$ cat src/rtl/fetch_sequencer.sv
// Instruction-fetch controller for the dual-bank Program_Rom: PC/ROM select generation, small queue, 0-2 issue per cycle.
// Optional macro FETCH_BYPASS_EN: when the queue is empty, ROM data is driven straight to the decoder in the fetch cycle.
module fetch_sequencer #(
  parameter int ADDR_W = 14,
  parameter int QDEPTH = 4
) (
  input  logic              clk,
  input  logic              rst,
  input  logic              stall,
  input  logic              branch_valid,
  input  logic [ADDR_W:0]   branch_target,
  input  logic [1:0]        dec_ready,
  output logic [1:0]        ir_valid,
  output logic [15:0]       ir0,
  output logic [15:0]       ir1,
  output logic [ADDR_W:0]   pc_out,
  output logic [ADDR_W-1:0] rom_addr,
  output logic              rom_pc_1,
  output logic              rom_sel_mem_1,
  output logic [1:0]        rom_sel_mem_0,
  input  logic [15:0]       rom_ir_0,
  input  logic [15:0]       rom_ir_1
);

  localparam int PW = $clog2(QDEPTH);
  localparam int CW = $clog2(QDEPTH + 1);
  localparam logic [CW-1:0]   DEPTH_C = CW'(QDEPTH);
  localparam logic [ADDR_W:0] PC_ONE  = 1;

  typedef struct packed {
    logic [15:0]     instr;
    logic [ADDR_W:0] pc;
  } entry_t;

  typedef enum logic [1:0] {BOOT = 2'd0, RUN = 2'd1, FULL = 2'd2} state_t;

  state_t          state, state_nxt;
  logic [ADDR_W:0] fetch_pc;
  logic [CW-1:0]   count, cnt_nxt, free;
  logic [PW-1:0]   head, tail, head_p1, tail_p1;
  entry_t          q [QDEPTH];
  logic [1:0]      dec_n, n_pop, n_wr, pc_adv;
  logic            active, fetch_ok, bypass;
  entry_t          ent_a, ent_b, wr0, wr1;

  // Pointer increment by 0..2 with wrap for non-power-of-two depths
  function automatic logic [PW-1:0] ptr_add(input logic [PW-1:0] p, input logic [1:0] n);
    int s;
    s = int'(p) + int'(n);
    if (s >= QDEPTH) s = s - QDEPTH;
    return PW'(s);
  endfunction

  assign dec_n    = (dec_ready == 2'd3) ? 2'd2 : dec_ready;
  assign active   = !rst && !branch_valid && !stall;
  assign fetch_ok = active && (state == RUN);
  assign free     = DEPTH_C - count;
  assign head_p1  = ptr_add(head, 2'd1);
  assign tail_p1  = ptr_add(tail, 2'd1);
  assign ent_a    = '{instr: rom_ir_0, pc: fetch_pc};
  assign ent_b    = '{instr: rom_ir_1, pc: fetch_pc + PC_ONE};

`ifdef FETCH_BYPASS_EN
  assign bypass = fetch_ok && (count == '0);
`else
  assign bypass = 1'b0;
`endif

  // Fetch sizing uses the registered count so dec_ready never reaches the write path
  always_comb begin
    n_pop  = '0;
    n_wr   = '0;
    pc_adv = '0;
    wr0    = ent_a;
    wr1    = ent_b;
    if (bypass) begin
      pc_adv = 2'd2;
      n_wr   = 2'd2 - dec_n;
      if (dec_n == 2'd1) wr0 = ent_b;
    end else if (fetch_ok) begin
      if (free >= CW'(2)) begin
        n_wr   = 2'd2;
        pc_adv = 2'd2;
      end else if (free == CW'(1)) begin
        n_wr   = 2'd1;
        pc_adv = 2'd1;
      end
    end
    if (active && !bypass)
      n_pop = (CW'(dec_n) > count) ? count[1:0] : dec_n;
  end

  assign cnt_nxt = count - CW'(n_pop) + CW'(n_wr);

  always_ff @(posedge clk) begin
    if (rst) state <= BOOT;
    else     state <= state_nxt;
  end

  always_comb begin
    state_nxt = state;
    if (branch_valid) state_nxt = RUN;
    else begin
      case (state)
        BOOT:    state_nxt = RUN;
        RUN:     if (cnt_nxt == DEPTH_C) state_nxt = FULL;
        FULL:    if (cnt_nxt != DEPTH_C) state_nxt = RUN;
        default: state_nxt = BOOT;
      endcase
    end
  end

  always_ff @(posedge clk) begin
    if (rst) begin
      fetch_pc <= '0;
      count    <= '0;
      head     <= '0;
      tail     <= '0;
    end else if (branch_valid) begin
      fetch_pc <= branch_target;
      count    <= '0;
      head     <= '0;
      tail     <= '0;
    end else begin
      fetch_pc <= fetch_pc + (ADDR_W+1)'(pc_adv);
      count    <= cnt_nxt;
      head     <= ptr_add(head, n_pop);
      tail     <= ptr_add(tail, n_wr);
    end
  end

  // Queue storage needs no reset: count gates every read
  always_ff @(posedge clk) begin
    if (n_wr != 2'd0) q[tail]    <= wr0;
    if (n_wr == 2'd2) q[tail_p1] <= wr1;
  end

  always_comb begin
    rom_addr      = fetch_pc[ADDR_W:1];
    rom_pc_1      = fetch_pc[0];
    rom_sel_mem_0 = fetch_pc[0] ? 2'd2 : 2'd0;
    rom_sel_mem_1 = !fetch_pc[0];
    ir_valid      = '0;
    ir0           = '0;
    ir1           = '0;
    pc_out        = '0;
    if (bypass) begin
      ir_valid = 2'd2;
      ir0      = rom_ir_0;
      ir1      = rom_ir_1;
      pc_out   = fetch_pc;
    end else begin
      ir_valid = (count >= CW'(2)) ? 2'd2 : count[1:0];
      if (count >= CW'(1)) begin
        ir0    = q[head].instr;
        pc_out = q[head].pc;
      end
      if (count >= CW'(2)) ir1 = q[head_p1].instr;
    end
  end

endmodule

$ cat config.mk
export PLATFORM = sky130hd
export DESIGN_NAME = fetch_sequencer
export DESIGN_NICKNAME = d
export VERILOG_FILES = /design/src/rtl/fetch_sequencer.sv
export SDC_FILE = /design/constraint.sdc
export NUM_CORES = 1
export LEC_CHECK = 0
export BUFFER_PORTS_ARGS = -buffer_cell sky130_fd_sc_hd__buf_2
export CORE_AREA = 2 2 123 125
export CTS_CLUSTER_SIZE = 12
export DETAILED_ROUTE_END_ITERATION = 8
export DIE_AREA = 0 0 125 127
export PLACE_DENSITY = 0.81
export SYNTH_ARGS = -nofsm -noshare
export SYNTH_HDL_FRONTEND = slang
export SYNTH_SLANG_ARGS = --single-unit
$ cat constraint.sdc
create_clock -name clk -period 7.79 [get_ports clk]
set_clock_uncertainty 0.2 [all_clocks]
set_input_delay 0 -clock clk [delete_from_list [all_inputs] [get_ports clk]]
set_output_delay 0 -clock clk [all_outputs]
set_load 0.01 [all_outputs]
==> out/results.ini <==
[synthesis]
synth_xor_xnor_area_share=0.0779
synthArstFlopShare=0
ys.flop_type=edfxtp_1
yosysUniqueCellTypes=47
yosysSeqAreaShare=0.493
yosysWarnings=0
synth-seq-cells=148
synthesis.area_um2=8530
syn_nets=818
synthSimpleGateAreaFrac=0.193
synthesis.instances=751
synth-edff-count=124
synth_top_family_by_area=simple AND/OR/NAND/NOR gates
synth_compound_area_frac=0.0167
synth.avg_cell_area_um2=11.4
synth_fa_ha_area_frac=0.0244
synth_mux_area_frac=0.158

[route]
vias_per_cell=5.72
drt-met1-wl_um=8240
wl_met2_um=11100
dr.first_iter.drc_count=662
postRouteAntennaNets=0
wl_um=21200
first_pass_iters=5
wl_per_cell_um=18.7
wl_met3_um=1360
num_vias=6473
remaining_drc_errors=0
top_layer_used=met4

[clocking]
cts_resized=0
clk_pin_slew_worst_paths_ns=0.06
insertion_delay_ns=0.42
root_buffer=clkbuf_16
cts_tree=built
numCtsBuffers=17
clock_path_buffers=2
clock_sinks=148
htreeDepth=4

[finish]
final_core_util=0.744
num-fill-cells=914
final_layout_size_suffix_gt1_frac=0.261
final_cell_area_um2=10700
instances_no_fill=1131
final_nets=1001
area_growth_pct=25.9
regArea_um2=4210
multi_input_area_um2=4060
diodes=0

[power]
clock_power_share=0.443
power_switching_uw=456
p_sw_frac=0.227
power.leakage_nw=4.16
seq_power_share=0.449
p_per_area_nw_per_um2=187
p_int_mw=1.55
pwr-share-comb=0.107
vdd_drop_max_mv=0.150

[die]
die_area_um2=15900
fp-row-count=44
coreArea_um2=14400
die_y_um=127
die_w_um=125
start_util=0.591
pin_count=120

[placement]
postPlaceCellArea_um2=9190
hpwlAfterDp_um=12700
place_congestion=0.798
dp.cells=1009
port_buffers=118

[global_routing]
antenna_found_initial=0
grt_overflow=0
grt_start_max_net_pins=51
grtUsageTotal=0.274
grt_pass1_vias=6630
grt_pass1_wl_um=33900

[sta]
worstMarginPinSlew_ns=1.12
fmaxAchievable_mhz=218
rsz0062_at_grt=false
final-setup-viol-count=0
finalCritPeriodShare=0.589
holdWs_ns=0.184
setup_tns_ns=0
finalHoldViolCount=0
slew_headroom=0.248
post-route-min-period_ns=4.59
slew_violations=0

[setup_path]
cp-end-kind=flop
critPathLaunchType=flop
crit_fanout=6
crit_arrival_ns=4.76
required_ns=7.96
regToRegSetupSlack_ns=3.20
path_class=flop to flop

[worst_hold_path]
hold_class=primary input to flop

[run]
max_cap_viol_count=0

[outcome]
status=finished, final reports clean

## flip-flops by register name, summed over array words and instances, names as in the netlist
register / count
fetch_pc: 15
tail: 2
q: 124
count: 3
state: 2
head: 2
## per-stage QoR
stage	total power [mW]	setup slack (ns)
floorplan	1.02	4.15
global placement	1.08	3.96
detailed placement	1.09	3.80
CTS	2.00	3.24
global route	2.06	2.93
finish	2.00	3.20
## synthesized netlist by cell type (4+ instances only)
| library cell | number | area [um^2] |
|---|---|---|
| nor3_1 | 6 | 30.0 |
| mux2_2 | 18 | 203 |
| buf_6 | 4 | 45.0 |
| nor2b_1 | 51 | 319 |
| a211oi_1 | 5 | 37.5 |
| inv_1 | 4 | 15.0 |
| edfxtp_1 | 124 | 3720 |
| xnor2_1 | 52 | 455 |
| buf_4 | 7 | 52.6 |
| dfxtp_1 | 24 | 480 |
| nand4_1 | 4 | 25.0 |
| o21ai_0 | 7 | 35.0 |
| nand2_1 | 202 | 758 |
| xor2_1 | 22 | 193 |
| buf_2 | 19 | 95.1 |
| mux2i_1 | 9 | 90.1 |
| nand3_1 | 12 | 60.1 |
| nor2_1 | 41 | 154 |
| mux4_2 | 47 | 1060 |
| clkbuf_1 | 16 | 60.1 |
| ha_1 | 11 | 138 |
| nand2b_1 | 5 | 31.3 |
| buf_1 | 8 | 30.0 |
| a21oi_1 | 8 | 40.0 |
| and3_1 | 7 | 43.8 |
| nor4_1 | 5 | 31.3 |
## routing by layer
layer / up-vias / global-route usage
li1: 2975 / -
met1: 3152 / 0.336
met2: 297 / 0.488
met3: 49 / 0.0465
met4: 0 / 0.105
met5: - / 0
## placed cells by master (no fill, tap or decap), types with 5 or more instances in the layout
cell type        n
a211oi_1         5
a21oi_1          6
and3_1           7
buf_2          118
buf_4           10
bufinv_16        5
clkbuf_16       17
clkinv_2         5
dfxtp_1         22
dlygate4sd3_1   90
edfxtp_1       124
ha_1            11
mux2_2          18
mux2i_1          9
mux4_2          47
nand2_1        202
nand2b_1         5
nand3_1         12
nor2_1          40
nor2b_1         51
nor3_1           5
o21ai_0          7
xnor2_1         52
xor2_1          22
## kinds of logic after synthesis
logic type	after synthesis
xor+xnor	75
fa+ha+maj	15
compound gates	22
other cells	1
mux	74
simple gates	355
buf+inv	61
flops	148
## critical path: stages, from the launching register on
cell and delay (ns):
dfxtp_1 0.45, inv_1 0.16, ha_1 0.33, nor2b_1 0.13
o21ai_0 0.32, mux2_2 0.43, nor3_1 0.30, nand2b_1 0.16
ha_1 0.13, inv_1 0.04, fa_1 0.37, xnor2_1 0.19
xnor2_1 0.16, nor3b_1 0.10, maj3_1 0.35, a21oi_1 0.14
dlygate4sd3_1 0.56
## timing repair
| item | 4_1_cts | 5_1_grt |
|---|---|---|
| hold endpoints to repair | 100 | 0 |
| setup buffers | 0 | 0 |
| hold buffers | 90 | 0 |
## power by group through the flow
stage	Combinational, mW	Sequential (mW)	Clock [mW]
6_report	0.215	0.901	0.889
5_1_grt	0.234	0.903	0.923
4_1_cts	0.212	0.900	0.891
3_5_place_dp	0.174	0.917	0
3_3_place_gp	0.168	0.915	0
2_1_floorplan	0.120	0.902	0
## cell type report
class,instances,share of cell area
multi-input cells,542,0.378
clock inverters,15,0.0198
flip-flops and latches,148,0.392
repair buffers,218,0.146
clock buffers,17,0.0396
well taps,184,0.0215
inverters,7,0.00245
## worst paths after layout
check / start / endpoint / depth (start not counted)
min: dec_ready[0] / count[0]$_SDFF_PP0_ / 7
max reg2reg: count[1]$_SDFF_PP0_ / state[0]$_SDFFE_PP0P_ / 16
max: count[1]$_SDFF_PP0_ / state[0]$_SDFFE_PP0P_ / 16
min reg2reg: state[1]$_SDFFE_PP0P_ / state[1]$_SDFFE_PP0P_ / 2
(Power assumes the default switching activity.)
